===== src/rtl/acc_ctrl_seq_if.sv =====
// Instruction and memory-load handshake between the issuing agent and acc_ctrl_seq.
interface acc_ctrl_seq_if;
    logic       instr_valid;
    logic [8:0] instr;
    logic       instr_ready;
    logic       mem_req;
    logic       mem_ack;

    modport master (output instr_valid, instr, mem_ack, input instr_ready, mem_req);
    modport slave  (input instr_valid, instr, mem_ack, output instr_ready, mem_req);
endinterface


===== src/rtl/acc_ctrl_seq.sv =====
// Instruction sequencer for the 8-bit accumulator: decodes one instruction per
// accept and drives accumulator strobes, register-file port, ALU op and memory load.
module acc_ctrl_seq #(
    parameter int unsigned W       = 8,
    parameter int unsigned TIMEOUT = 15
) (
    input  logic               clk,
    input  logic               Reset,
    acc_ctrl_seq_if.slave      bus,
    output logic               Write_En,
    output logic               From_Reg,
    output logic               From_ALU,
    output logic               From_Imm,
    output logic               Load_Hi,
    output logic [W/2-1:0]     Imm_out,
    output logic [3:0]         reg_addr,
    output logic               reg_we,
    output logic [1:0]         alu_op,
    output logic               reg_in_sel,
    output logic               halted,
    output logic               mem_err
);
    localparam int unsigned CNT_W = 8;
    localparam int unsigned IMM_W = W / 2;

    localparam logic [2:0] OP_LIL  = 3'b000;
    localparam logic [2:0] OP_LIH  = 3'b001;
    localparam logic [2:0] OP_MOVA = 3'b010;
    localparam logic [2:0] OP_MOVR = 3'b011;
    localparam logic [2:0] OP_ALU  = 3'b100;
    localparam logic [2:0] OP_LDM  = 3'b101;
    localparam logic [2:0] OP_CLR  = 3'b110;
    localparam logic [2:0] OP_HALT = 3'b111;

    typedef enum logic [1:0] {
        S_IDLE     = 2'd0,
        S_EXEC     = 2'd1,
        S_MEM_WAIT = 2'd2,
        S_HALT     = 2'd3
    } state_t;

    state_t           state_q, state_d;
    logic [8:0]       instr_q, instr_d;
    logic [CNT_W-1:0] wait_q, wait_d;
    logic             halted_q, halted_d;
    logic             err_q, err_d;

    logic [2:0] op;
    logic [1:0] sub;
    logic [3:0] fld;

    assign op  = instr_q[8:6];
    assign sub = instr_q[5:4];
    assign fld = instr_q[3:0];

    // State and context registers
    always_ff @(posedge clk) begin
        state_q  <= state_d;
        instr_q  <= instr_d;
        wait_q   <= wait_d;
        halted_q <= halted_d;
        err_q    <= err_d;
    end

    // Next state; Reset overrides accept and mem_ack
    always_comb begin
        state_d  = state_q;
        instr_d  = instr_q;
        wait_d   = wait_q;
        halted_d = halted_q;
        err_d    = err_q;
        case (state_q)
            S_IDLE: begin
                if (bus.instr_valid) begin
                    instr_d = bus.instr;
                    state_d = S_EXEC;
                end
            end
            S_EXEC: begin
                wait_d = '0;
                if (op == OP_LDM) begin
                    state_d = S_MEM_WAIT;
                end else if (op == OP_HALT) begin
                    state_d  = S_HALT;
                    halted_d = 1'b1;
                end else begin
                    state_d = S_IDLE;
                end
            end
            S_MEM_WAIT: begin
                if (bus.mem_ack) begin
                    state_d = S_IDLE;
                    wait_d  = '0;
                end else if (wait_q == CNT_W'(TIMEOUT - 1)) begin
                    // TIMEOUT cycles without ack: abort the load
                    state_d = S_IDLE;
                    wait_d  = '0;
                    err_d   = 1'b1;
                end else begin
                    wait_d = wait_q + CNT_W'(1);
                end
            end
            default: state_d = S_HALT;
        endcase
        if (Reset) begin
            state_d  = S_IDLE;
            instr_d  = '0;
            wait_d   = '0;
            halted_d = 1'b0;
            err_d    = 1'b0;
        end
    end

    // Output decode from state and latched instruction; all zero during Reset
    always_comb begin
        bus.instr_ready = 1'b0;
        bus.mem_req     = 1'b0;
        Write_En        = 1'b0;
        From_Reg        = 1'b0;
        From_ALU        = 1'b0;
        From_Imm        = 1'b0;
        Load_Hi         = 1'b0;
        Imm_out         = '0;
        reg_addr        = '0;
        reg_we          = 1'b0;
        alu_op          = '0;
        reg_in_sel      = 1'b0;
        halted          = 1'b0;
        mem_err         = 1'b0;
        if (!Reset) begin
            halted  = halted_q;
            mem_err = err_q;
            case (state_q)
                S_IDLE: bus.instr_ready = 1'b1;
                S_EXEC: begin
                    case (op)
                        OP_LIL, OP_LIH: begin
                            Write_En = 1'b1;
                            From_Imm = 1'b1;
                            Imm_out  = IMM_W'(fld);
                            Load_Hi  = (op == OP_LIH);
                        end
                        OP_MOVA: begin
                            Write_En = 1'b1;
                            From_Reg = 1'b1;
                            reg_addr = fld;
                        end
                        OP_MOVR: begin
                            reg_we   = 1'b1;
                            reg_addr = fld;
                        end
                        OP_ALU: begin
                            Write_En = 1'b1;
                            From_ALU = 1'b1;
                            alu_op   = sub;
                            reg_addr = fld;
                        end
                        OP_LDM: begin
                            bus.mem_req = 1'b1;
                            reg_addr    = fld;
                        end
                        OP_CLR:  Write_En = 1'b1;
                        default: ;
                    endcase
                end
                S_MEM_WAIT: begin
                    reg_addr = fld;
                    if (bus.mem_ack) begin
                        Write_En   = 1'b1;
                        From_Reg   = 1'b1;
                        reg_in_sel = 1'b1;
                    end else begin
                        bus.mem_req = 1'b1;
                    end
                end
                default: ;
            endcase
        end
    end
endmodule

===== src/flat_wrapper.sv =====
// flat-port wrapper written by rule: the top's interface ports become plain ports
module acc_ctrl_seq_flat 
#(
    parameter int unsigned W       = 8,
    parameter int unsigned TIMEOUT = 15
)
  (clk, Reset, Write_En, From_Reg, From_ALU, From_Imm, Load_Hi, Imm_out, reg_addr, reg_we, alu_op, reg_in_sel, halted, mem_err, bus_instr_valid, bus_instr, bus_mem_ack, bus_instr_ready, bus_mem_req);
  acc_ctrl_seq_if bus_i ();
  input  logic clk;
  input  logic Reset;
  output logic Write_En;
  output logic From_Reg;
  output logic From_ALU;
  output logic From_Imm;
  output logic Load_Hi;
  output logic [W/2-1:0] Imm_out;
  output logic [3:0] reg_addr;
  output logic reg_we;
  output logic [1:0] alu_op;
  output logic reg_in_sel;
  output logic halted;
  output logic mem_err;
  input wire logic [$bits(bus_i.instr_valid)-1:0] bus_instr_valid;
  input wire logic [$bits(bus_i.instr)-1:0] bus_instr;
  input wire logic [$bits(bus_i.mem_ack)-1:0] bus_mem_ack;
  output wire logic [$bits(bus_i.instr_ready)-1:0] bus_instr_ready;
  output wire logic [$bits(bus_i.mem_req)-1:0] bus_mem_req;
  assign bus_i.instr_valid = bus_instr_valid;
  assign bus_i.instr = bus_instr;
  assign bus_i.mem_ack = bus_mem_ack;
  assign bus_instr_ready = bus_i.instr_ready;
  assign bus_mem_req = bus_i.mem_req;
  acc_ctrl_seq #(.W(W), .TIMEOUT(TIMEOUT)) u_core (.clk(clk), .Reset(Reset), .bus(bus_i), .Write_En(Write_En), .From_Reg(From_Reg), .From_ALU(From_ALU), .From_Imm(From_Imm), .Load_Hi(Load_Hi), .Imm_out(Imm_out), .reg_addr(reg_addr), .reg_we(reg_we), .alu_op(alu_op), .reg_in_sel(reg_in_sel), .halted(halted), .mem_err(mem_err));
endmodule

===== config.mk =====
export PLATFORM = sky130hd
export DESIGN_NAME = acc_ctrl_seq_flat
export DESIGN_NICKNAME = d
export VERILOG_FILES = /design/src/rtl/acc_ctrl_seq_if.sv /design/src/rtl/acc_ctrl_seq.sv /design/src/flat_wrapper.sv
export SDC_FILE = /design/constraint.sdc
export NUM_CORES = 1
export LEC_CHECK = 0
export ABC_CLOCK_PERIOD_IN_PS = 1750
export BUFFER_PORTS_ARGS = -buffer_cell sky130_fd_sc_hd__buf_2
export CORE_MARGIN = 2
export CORE_UTILIZATION = 50
export DETAILED_ROUTE_END_ITERATION = 10
export PLACE_DENSITY = 0.88
export SYNTH_ARGS = -nofsm -noshare
export SYNTH_HDL_FRONTEND = slang
export SYNTH_SLANG_ARGS = --single-unit
export TNS_END_PERCENT = 1

===== constraint.sdc =====
create_clock -name clk -period 1.75 [get_ports clk]
set_input_delay 0.2625 -clock clk [delete_from_list [all_inputs] [get_ports clk]]
set_output_delay 0.2625 -clock clk [all_outputs]
set_load 0.05 [all_outputs]

; Word-level counts from Yosys, hierarchy flattened
; Cells that the tools add are included.
[classes]
n_addsub = 1
n_eq_ne = 12
mux = 47
bitwise_logic = 2
reduce_logical = 10
[op_table]
columns = op, count
row1 = $mux 1, 26
row2 = $mux 4, 5
row3 = $mux 2, 8
row4 = $mux 8, 2
row5 = $pmux 8 s2, 1
row6 = $eq 3x3->1 const B, 4
row7 = $add 8x1->8 const B, 1
row8 = $eq 8x4->1 const B, 1
row9 = $pmux 4 s2, 1
row10 = $eq 3x2->1 const B, 2
row11 = $pmux 1 s2, 3
row12 = $pmux 2 s3, 1
row13 = $reduce_and 3->1, 2
row14 = $reduce_or 5->1, 1
row15 = $reduce_and 2->1, 2
row16 = $reduce_or 4->1, 1
row17 = $eq 3x1->1 const B, 1
row18 = $logic_not 3->1, 1
row19 = $ne 3x2->1 const B, 1
row20 = $eq 2x1->1 const B, 1
row21 = $eq 2x2->1 const B, 1
row22 = $logic_not 2->1, 1
row23 = $ne 2x2->1 const B, 1
row24 = $not 1->1, 2
row25 = other kinds (2), 2
[word_totals]
regBits = 21
in_bits = 13
output_inout_bits = 21
word_cells = 77

; Longest topological paths before layout
; Gate-level depths: netlist (run 1).
[depth]
ltp_word = 5
mapped_depth = 7
depth_no_buf = 6

; Least setup slack after synthesis (run 1)
; Ideal clock, no wire load.
[synth_path]
path_kind = register to output
from = reg u_core.state_q[1]
to = out alu_op[0]
arrival_ns = 3.212
required_ns = 1.487
slack_ns = -1.725
path_stages_with_launch = 6
n_path_buf = 0
path_cell_list = dfxtp_1 > inv_1 > ha_1 > nor2b_1 > nor4b_1 > and2_1
[synth_between]
elab_chain_len = 3
[synth_rtl]
columns = element, line_no
row1 = "start, declared", acc_ctrl_seq.sv:42  ; state_t state_q, state_d;
row2 = "start signal, assigned", acc_ctrl_seq.sv:58  ; state_q <= state_d;
row3 = $eq 2x1->1, acc_ctrl_seq.sv:133  ; case (state_q)
row4 = $mux 2, acc_ctrl_seq.sv:133
row5 = $mux 2, acc_ctrl_seq.sv:130  ; if (!Reset) begin
row6 = "end, declared", flat_wrapper.sv:19  ; output logic [1:0] alu_op;
; Every way passes these cells.

; Worst setup path after layout (run 1)
[layout_path]
from = reg u_core.state_q[0]
to = out reg_addr[0]
[layout_between]
elab_chain_len = 3
word_cells_on_any_way = 4
classes_between = eq/ne (2) / mux (2)
[layout_rtl]
columns = element, line_no
row1 = $eq 2x2->1 / $eq 2x1->1 (equally long branches), acc_ctrl_seq.sv:133
row2 = $pmux 4 s2 (*), acc_ctrl_seq.sv:133
row3 = $mux 4 (*), acc_ctrl_seq.sv:130
row4 = "end, declared", flat_wrapper.sv:17  ; output logic [3:0] reg_addr;
; Mark *: on every way between the ends. The rest lies on a longest branch, timed or not.

==> results_dict.tcl, run 1 <==
set metrics [dict create \
    cp.arrival_ns 1.66 \
    grt_pass1_wl_um 4850 \
    p_switching_uw 508 \
    crit_path_end_kind "output port" \
    synth-seq-cells 21 \
    vertical_die_dimension_um 51.6 \
    cts.clk_slew.worst_paths_ns 0.12 \
    drv.max_cap_violation_count 0 \
    critical_path.slowest_cell "sky130_fd_sc_hd__dfxtp_4" \
    status "complete, but fails checks" \
    grt_setup_unrepaired "true" \
    initialDrtViolationCount 35 \
    reg2reg_slack_ns 0.20 \
    timing.hold.worst.class "in -> reg" \
    dieWidth_um 51.6 \
    synthesis.area_um2 1130 \
    timing.critical_path.cells "inv_1, ha_1, nand2b_1, nor2_2, and2_1, buf_6" \
    rr_endpoint "u_core.wait_q[7]" \
    clk_path_buf_depth 2 \
    hold_buffers 0 \
    finalNonFillerCells 212 \
    floorplan.initialDensity_pct 52.2 \
    hp-start "bus_instr[7]" \
    initial_antenna_violation_count 0 \
    setup_ws_ns -0.177 \
    finish.utilization_pct 74.1 \
    cts_tree "yes" \
    power.combinational.fraction_pct 39.5 \
    cts-htree-levels 1 \
    timing.setup.critical_path_class "reg -> out" \
    detail_route.drc_violations 0 \
    seq_area_frac_synth_pct 37.1 \
    core_region_area_um2 2170 \
    p_sw_share_pct 38.1 \
    timing.rr.start "u_core.state_q[0]" \
    worst_clk_skew_ns 0.00641 \
    ys_warn_count 0 \
    io-pin-count 34 \
    netlist_instances 142 \
    seq_power_share_pct 42.5 \
    peakVddDrop_mv 0.679 \
    timing.fmax_mhz 519 \
    rows 17 \
    cp_num_cells 6 \
    reg2regPathDepth 7 \
    fin_crit_ns 1.93 \
    die_area_um2 2660 \
    drive_gt1_share_pct 35.9 \
    nets_finish 205 \
    antenna_violating_nets_post_route 0 \
    syn-mean-instance-area_um2 7.98 \
    routed_wl_um 3190 \
    violations "negative setup slack" \
    p_leak_uw 0.000664 \
    tightestPinTransition_ns 0.378 \
    final-max-slew-violation-count 0 \
    worst-path-max-fanout 4 \
    critical_path.n_buffers_inverters 2 \
    numPlacedInstances 206 \
    insertion_delay_ns 0.31 \
    antenna_cells_inserted 0 \
    setup_total_negative_slack_ns -1.66 \
    wire_per_inst_um 15.0 \
    syn_to_final_growth_pct 41.8 \
    relSlewSlack_pct 74.5 \
    clock_sinks 21 \
    hold_depth 3 \
    hold-path-endpoint "u_core.instr_q[7]" \
    setup_viol 14 \
    crit_required_ns 1.49 \
    syn_nets 162 \
    grt_max_degree 19 \
    vias_per_cell 5.49 \
    post-dp-hpwl_um 2220 \
    critical_path.max_stage_delay_ns 0.39 \
    place_ws_ns 0.0572 \
    startpoint_type "flop" \
    vias 1164 \
    port_buffers 33 \
    powerDensity_nw_per_um2 830 \
    cts-buffers-inserted 3 \
    internal-power_uw 826 \
    grtUsageTotal_pct 25.0 \
    final-hold-violation-count 0 \
    period_share_pct 110 \
    post_synth_num_cell_types 28 \
    clk_root_buffer_cell "sky130_fd_sc_hd__clkbuf_4" \
    gp_congestion 0.826 \
    critical_path.top_delay_family "simple AND/OR/NAND/NOR gates" \
    grt_pass1_vias 1097 \
    power.share.clock_pct 18.0 \
    drt_pass1_iterations 4 \
    gr-total-overflow 0 \
]
[routing by layer]
metal	GRT usage, %	vias to the layer above	part of all wire [%]
li1	-	573	-
met1	25.8	551	36
met2	50.0	33	58
met3	2.01	7	3.4
met4	11.4	0	2.0
met5	0	-	0
[worst register-to-register path, delay by kind of cell (launching register included)]
kind                       cells  cell delay, ns
DFF                            1            0.39
xor gates and xnor gates       1            0.14
adders and majority gates      1            0.31
and+or+nand+nor                3            0.40
buffers and inverters          2            0.22
[synth_stat cells, drive strengths merged]
| cell type | n | area share [%] |
|---|---|---|
| nor4 | 1 | 0.55 |
| ha | 7 | 7.7 |
| nor3 | 1 | 0.44 |
| nor4b | 1 | 0.77 |
| nand4 | 2 | 1.1 |
| a21oi | 16 | 7.1 |
| inv | 7 | 2.3 |
| and2 | 7 | 3.9 |
| a211oi | 2 | 1.3 |
| a21o | 1 | 0.77 |
| nand2 | 16 | 5.3 |
| a311oi | 1 | 0.77 |
| xor2 | 3 | 2.3 |
| xnor2 | 4 | 3.1 |
| o31a | 1 | 0.88 |
| dfxtp | 21 | 37 |
| o21ba | 1 | 0.88 |
| o21ai | 2 | 1.9 |
| nand4b | 1 | 0.77 |
| and3 | 5 | 2.8 |
| nor2b | 5 | 2.8 |
| nand3 | 12 | 5.3 |
| nand2b | 2 | 1.1 |
| nor2 | 15 | 5.0 |
| or4 | 1 | 0.99 |
| and4 | 2 | 1.5 |
| clkbuf | 5 | 1.7 |
[what timing repair did]
action | in CTS | in global routing
buffers inserted | 2 | 0
setup endpoints to repair | 18 | 19
gates resized for setup | 36 | 7
pin swaps | 5 | 0
[power by group through the flow]
stage | clock [uW] | sequential, uW | combinational, uW
after floorplan | 0 | 572 | 330
after global placement | 0 | 576 | 451
after detailed placement | 0 | 578 | 474
after CTS | 244 | 565 | 510
after global routing | 266 | 574 | 570
final | 240 | 567 | 527
[flip-flops by register name (all words and copies together) (netlist names)]
name / count
u_core.halted_q: 1
u_core.wait_q: 8
u_core.err_q: 1
u_core.instr_q: 9
u_core.state_q: 2
[cells by family (layout without fill, tap and decap cells)]
kind of cell / after synthesis / after routing / share of synthesized area [%]
AO/OA/AOI/OAI: 24 / 24 / 13.6
flip-flops: 21 / 21 / 37.1
buffers and inverters: 12 / 54 / 3.97
adder cells (fa/ha/maj): 7 / 7 / 7.73
AND/OR/NAND/NOR: 71 / 71 / 32.2
XOR/XNOR: 7 / 7 / 5.41
[layout by cell type (no fill, tap or decap), types with 2 or more instances in the layout]
master and n:
sky130_fd_sc_hd__and3_1 3, sky130_fd_sc_hd__nor2_1 13, sky130_fd_sc_hd__buf_2 14, sky130_fd_sc_hd__nand4_1 2
sky130_fd_sc_hd__ha_1 6, sky130_fd_sc_hd__and3_4 2, sky130_fd_sc_hd__buf_8 4, sky130_fd_sc_hd__nand3_1 12
sky130_fd_sc_hd__nand2_1 16, sky130_fd_sc_hd__a21oi_2 2, sky130_fd_sc_hd__a211oi_1 2, sky130_fd_sc_hd__a21oi_1 14
sky130_fd_sc_hd__and2_1 5, sky130_fd_sc_hd__nor2b_1 4, sky130_fd_sc_hd__nand2b_1 2, sky130_fd_sc_hd__inv_1 6
sky130_fd_sc_hd__buf_4 11, sky130_fd_sc_hd__and4_1 2, sky130_fd_sc_hd__buf_6 12, sky130_fd_sc_hd__dfxtp_1 19
sky130_fd_sc_hd__xnor2_1 4, sky130_fd_sc_hd__and2_4 2, sky130_fd_sc_hd__xor2_1 3, sky130_fd_sc_hd__nor2_2 2
sky130_fd_sc_hd__clkbuf_4 5
[per-stage QoR]
stage | hold WS, ns | area, um2 | power (uW)
floorplan | 0.410 | 1190 | 902
detailed placement | 0.454 | 1430 | 1050
global route | 0.187 | 1610 | 1410
finish | 0.180 | 1610 | 1330
CTS | 0.181 | 1580 | 1320
global placement | 0.446 | 1430 | 1030
[cell type report]
class	instances	area, um2
clock buffer	3	22.5
clock inverter	1	5.00
fill	179	562
inverter	7	26.3
multi-input combinational	109	731
sequential	21	425
tap	28	35.0
timing repair buffer	43	363
[worst max-delay path by stage]
| stage | slack (ns) | start | endpoint |
|---|---|---|---|
| after floorplan | -0.24 | u_core.state_q[1] | alu_op[0] |
| after global placement | 0.08 | u_core.state_q[1] | alu_op[0] |
| after detailed placement | 0.06 | u_core.state_q[0] | reg_addr[2] |
| after CTS | -0.17 | u_core.state_q[1] | alu_op[1] |
| after global routing | -0.28 | u_core.state_q[0] | reg_addr[1] |
| final | -0.18 | u_core.state_q[0] | reg_addr[0] |
Note: power is estimated with default switching activity, not from simulation.
==> run 2: changes to the inputs <==
PLACE_DENSITY = 0.85   (was 0.88)
==> run 2 against run 1 <==
Effect of this change:
- the flow still finishes with violations (negative setup slack)
- via count is 1.9% higher
- register-to-register slack worse by 0.02 ns
- wire length is 2.8% lower
- sequential share of layout area hardly changed
- core utilization is 0.17 points higher
- sequential cell count stayed put
- sequential power is 1% higher
- clock power is 2% lower
- cell count is 0.47% higher
- first-iteration DRC count is 5.7% lower
- critical path type unchanged
==> results_dict.tcl, run 2 (synthesis gave the netlist of run 1 again) <==
set metrics [dict create \
    status "complete, but fails checks" \
    violations "negative setup slack" \
    place_ws_ns 0.0798 \
    cts_tree "yes" \
    final_cell_mix "sky130_fd_sc_hd__dfxtp_1, sky130_fd_sc_hd__nand2_1, sky130_fd_sc_hd__buf_2, sky130_fd_sc_hd__buf_6" \
    worst-path-max-fanout 4 \
    clock_sinks 21 \
    power.share.clock_pct 17.4 \
    setup_total_negative_slack_ns -1.52 \
    nets_finish 206 \
    cp.arrival_ns 1.66 \
    crit_required_ns 1.49 \
    worst_clk_skew_ns 0.00196 \
    clk_path_buf_depth 2 \
    routed_wl_um 3100 \
    period_share_pct 110 \
    io-pin-count 34 \
    timing.critical_path.cells "inv_2, ha_4, nor2b_4, nor4b_4, and2_4, buf_8" \
    final-max-slew-violation-count 0 \
    met2_length_um 1560 \
    commonest_non_fill_non_tap_cell_in_the_layout "sky130_fd_sc_hd__dfxtp_1" \
    timing.setup.critical_path_class "reg -> out" \
    post-dp-hpwl_um 2070 \
    antenna_cells_inserted 0 \
    die_area_um2 2660 \
    vias 1186 \
    timing.fmax_mhz 521 \
    relSlewSlack_pct 78.8 \
    powerDensity_nw_per_um2 838 \
    critical_path.n_buffers_inverters 2 \
    grt_setup_unrepaired "true" \
    whs_ns 0.190 \
    critical_path.slowest_cell "sky130_fd_sc_hd__dfxtp_2" \
    met3_wirelength_um 116 \
    internal-power_uw 837 \
    initial_antenna_violation_count 0 \
    top_signal_layer_used "met4" \
    cts-buffers-inserted 3 \
    power.combinational.fraction_pct 40.2 \
    floorplan.initialDensity_pct 52.2 \
    seq_power_share_pct 42.4 \
    numPlacedInstances 206 \
    wl_met1_um 1360 \
    fin_crit_ns 1.92 \
    detail_route.drc_violations 0 \
    setup_viol 12 \
    startpoint_type "flop" \
    finalNonFillerCells 213 \
    gp_congestion 0.821 \
    grt_pass1_wl_um 4980 \
    grt_pass1_vias 1160 \
    drive_gt1_share_pct 36.2 \
    port_buffers 33 \
    p_switching_uw 514 \
    p_sw_share_pct 38.1 \
    syn_to_final_growth_pct 42.2 \
    grt_max_degree 17 \
    grtUsageTotal_pct 25.0 \
    p_leak_uw 0.000670 \
    tightestPinTransition_ns 0.317 \
    drv.max_cap_violation_count 0 \
    gr-total-overflow 0 \
    insertion_delay_ns 0.31 \
    largest-register "u_core.instr_q" \
    vertical_die_dimension_um 51.6 \
    antenna_violating_nets_post_route 0 \
    vias_per_cell 5.57 \
    reg.largest.list "u_core.instr_q x9, u_core.wait_q x8, u_core.state_q x2" \
    reg2reg_slack_ns 0.18 \
    peakVddDrop_mv 0.650 \
    core_region_area_um2 2170 \
    setup_ws_ns -0.169 \
    dieWidth_um 51.6 \
    final-hold-violation-count 0 \
    critical_path.top_delay_family "simple AND/OR/NAND/NOR gates" \
    crit_path_end_kind "output port" \
    clk_root_buffer_cell "sky130_fd_sc_hd__clkbuf_4" \
    rows 17 \
    initialDrtViolationCount 33 \
    drt_pass1_iterations 4 \
    largest_register_ff_count 9 \
    cts-htree-levels 1 \
    critical_path.max_stage_delay_ns 0.34 \
    hold_buffers 0 \
    timing.hold.worst.class "in -> reg" \
    cts.clk_slew.worst_paths_ns 0.11 \
    wire_per_inst_um 14.5 \
]
==> run 2: metal layers <==
metal,track usage (%),up-vias
li1,-,571
met1,30.3,571
met2,41.5,36
met3,5.46,8
met4,12.7,0
met5,0,-
==> run 2: power groups by stage <==
| stage | registers [uW] | logic, uW | clock network (uW) |
|---|---|---|---|
| floorplan | 572 | 330 | 0 |
| global placement | 577 | 453 | 0 |
| detailed placement | 580 | 468 | 0 |
| CTS | 570 | 516 | 238 |
| global route | 580 | 587 | 262 |
| finish | 573 | 544 | 235 |
==> run 2: path summary, 6_finish.rpt <==
| check | from | to | depth (start not counted) |
|---|---|---|---|
| setup reg to reg | u_core.wait_q[4] | u_core.state_q[1] | 4 |
| setup / recovery | u_core.state_q[1] | alu_op[1] | 6 |
| hold reg to reg | u_core.instr_q[5] | u_core.instr_q[5] | 2 |
| hold / removal | bus_instr[7] | u_core.instr_q[7] | 3 |
==> run 2: per-stage QoR <==
stage | total power (uW) | utilization, % | cell area, um2
global placement | 1030 | 65.8 | 1430
finish | 1350 | 74.3 | 1610
floorplan | 902 | - | 1190
detailed placement | 1050 | 65.8 | 1430
global route | 1430 | 74.3 | 1610
CTS | 1320 | 73.4 | 1590
==> run 2: timing repair <==
action,in CTS,in global routing
setup buffers,3,0
setup endpoints to repair,17,19
hold endpoints to repair,0,0
gates resized for setup,38,5
pin swaps,9,2
==> run 2: area by class of cell <==
cell class | instances | area, um2
multi-input combinational | 109 | 729
clock buffer | 4 | 26.3
sequential | 21 | 427
tap | 28 | 35.0
timing repair buffer | 44 | 368
inverter | 7 | 26.3
fill | 145 | 558
==> run 2: worst min-delay path, stage by stage <==
cell and delay, ns:
sky130_fd_sc_hd__buf_2 0.09, sky130_fd_sc_hd__nand3_1 0.05, sky130_fd_sc_hd__a21oi_1 0.05
==> run 3: changes to the inputs <==
ABC_CLOCK_PERIOD_IN_PS = 2310   (was 1750)
REMOVE_ABC_BUFFERS = 1   (was not set)
clock period = 2.31 ns   (was 1.75 ns; I/O delays follow)
==> run 3 against run 2 <==
Effect of this change:
- the run now ends clean
- clock-buffer cell count stayed put
- register-to-register slack improved by 0.55 ns
- die area unchanged
- largest power group unchanged
- clock skew grew 0.0019 ns
- non-clock buffer count decreased by 8
- via count decreased by 11%
- hold slack improved by 0.083 ns
- sequential power down 25%
- global-route usage shrank 5.9 points
==> results_dict.tcl, run 3 (synthesis gave the netlist of run 1 again) <==
set metrics [dict create \
    status "completed" \
    finish.utilization_pct 64.4 \
    antenna_cells_inserted 0 \
    crit_path_end_kind "output port" \
    hold_buffers 0 \
    setup.worst_path.end "alu_op[1]" \
    grt_pass1_wl_um 3840 \
    detail_route.drc_violations 0 \
    largest-register "u_core.instr_q" \
    drive_gt1_share_pct 27.7 \
    rr_endpoint "u_core.state_q[0]" \
    initial_antenna_violation_count 0 \
    cp.arrival_ns 1.86 \
    fillerInstances 196 \
    setup_total_negative_slack_ns 0 \
    crit_required_ns 1.96 \
    tightestPinTransition_ns 0.309 \
    period_share_pct 95.4 \
    commonest_non_fill_non_tap_cell_in_the_layout "sky130_fd_sc_hd__buf_2" \
    setup_ws_ns 0.105 \
    reg2regPathDepth 4 \
    routed_wl_um 2430 \
    drt_pass1_iterations 4 \
    timing.fmax_mhz 454 \
    dieWidth_um 51.6 \
    cts_tree "yes" \
    clk_path_buf_depth 2 \
    fin_crit_ns 2.20 \
    grtUsageTotal_pct 19.1 \
    reg2reg_slack_ns 0.73 \
    vias_per_cell 5.16 \
    cts-htree-levels 1 \
    initialDrtViolationCount 13 \
    drv.max_cap_violation_count 0 \
    gp_congestion 0.774 \
    core_region_area_um2 2170 \
    critPathLaunch "u_core.state_q[1]" \
    timing.hold.worst.class "in -> reg" \
    gr-total-overflow 0 \
    final_cell_mix "sky130_fd_sc_hd__buf_2, sky130_fd_sc_hd__dfxtp_1, sky130_fd_sc_hd__a21oi_1, sky130_fd_sc_hd__nand2_1, sky130_fd_sc_hd__nor2_1" \
    final-max-slew-violation-count 0 \
    setup_viol 0 \
    clk_root_buffer_cell "sky130_fd_sc_hd__clkbuf_4" \
    cts.clk_slew.worst_paths_ns 0.11 \
    internal-power_uw 575 \
    place_ws_ns 0.284 \
    worst_clk_skew_ns 0.00383 \
    p_leak_uw 0.000610 \
    p_sw_share_pct 37.5 \
    post-dp-hpwl_um 1800 \
    p_switching_uw 345 \
    grt_pass1_vias 891 \
    grt_max_degree 17 \
    relSlewSlack_pct 79.4 \
    antenna_violating_nets_post_route 0 \
    floorplan.initialDensity_pct 52.2 \
    seq_power_share_pct 46.7 \
    power.combinational.fraction_pct 34.2 \
    final-hold-violation-count 0 \
    cts-buffers-inserted 3 \
    port_buffers 33 \
    rows 17 \
    powerDensity_nw_per_um2 658 \
    reg.largest.list "u_core.instr_q x9, u_core.wait_q x8, u_core.state_q x2" \
    timing.rr.start "u_core.wait_q[4]" \
    worst-path-max-fanout 5 \
    die_area_um2 2660 \
    peakVddDrop_mv 0.340 \
    post_dp_cell_area_um2 1340 \
    insertion_delay_ns 0.31 \
    startpoint_type "flop" \
    largest_register_ff_count 9 \
    timing.setup.critical_path_class "reg -> out" \
    finish.instance_area_um2 1400 \
    vertical_die_dimension_um 51.6 \
    power.share.clock_pct 19.1 \
    clock_sinks 21 \
    syn_to_final_growth_pct 23.2 \
    io-pin-count 34 \
    finalPower_uw 919 \
    wire_per_inst_um 11.9 \
    nets_finish 198 \
    vias 1058 \
]
-- run 3: changes by cell type in the layout (fill, tap and decap cells not counted), sizes merged --
cell,delta
buf,-8
-- run 3: metal layers --
layer,vias up,part of all wire [%],global-route usage (%)
li1,553,-,-
met3,5,4.3,1.72
met4,0,2.1,10.5
met2,22,47,30.1
met5,-,0,0
met1,478,47,25.8
-- run 3: repair_timing --
item                                   CTS  global route
endpoints found under the hold margin    0             0
buffers inserted                         0             0
gates resized for setup                  5             5
setup endpoints to repair                7             6
-- run 3: power groups by stage --
stage               sequential [uW]  combinational [uW]  clock (uW)
floorplan                       427                 225           0
global route                    434                 349         196
detailed placement              432                 300           0
finish                          429                 314         176
CTS                             425                 306         180
global placement                430                 292           0
-- run 3: worst max-delay path, stage by stage, from the launching register on --
cell and delay (ns):
sky130_fd_sc_hd__dfxtp_2 0.35, sky130_fd_sc_hd__inv_1 0.07, sky130_fd_sc_hd__ha_1 0.21, sky130_fd_sc_hd__nor2b_1 0.20, sky130_fd_sc_hd__nor4b_4 0.28, sky130_fd_sc_hd__and2_1 0.17, sky130_fd_sc_hd__buf_2 0.26
-- run 3: cell type report --
class / count / area [um2] / share of cell area, %
multi-input combinational: 109 / 688 / 49.3
sequential: 21 / 423 / 30.3
timing repair buffer: 36 / 198 / 14.2
tap: 28 / 35.0 / 2.51
clock buffer: 4 / 26.3 / 1.88
inverter: 7 / 26.3 / 1.88
-- run 3: through the flow --
stage | std cells | hold slack, ns
after global routing | 205 | 0.284
after floorplan | 137 | 0.416
after detailed placement | 201 | 0.451
after global placement | 201 | 0.441
after CTS | 205 | 0.272
final | 205 | 0.273
-- run 3: worst min path at each step --
| stage | start | endpoint | depth (start not counted) |
|---|---|---|---|
| after floorplan | Reset | u_core.instr_q[0] | 1 |
| after global placement | u_core.instr_q[4] | u_core.instr_q[4] | 2 |
| after detailed placement | u_core.instr_q[4] | u_core.instr_q[4] | 2 |
| after CTS | bus_instr[3] | u_core.instr_q[3] | 3 |
| after global routing | bus_instr[3] | u_core.instr_q[3] | 3 |
| final | bus_instr[3] | u_core.instr_q[3] | 3 |
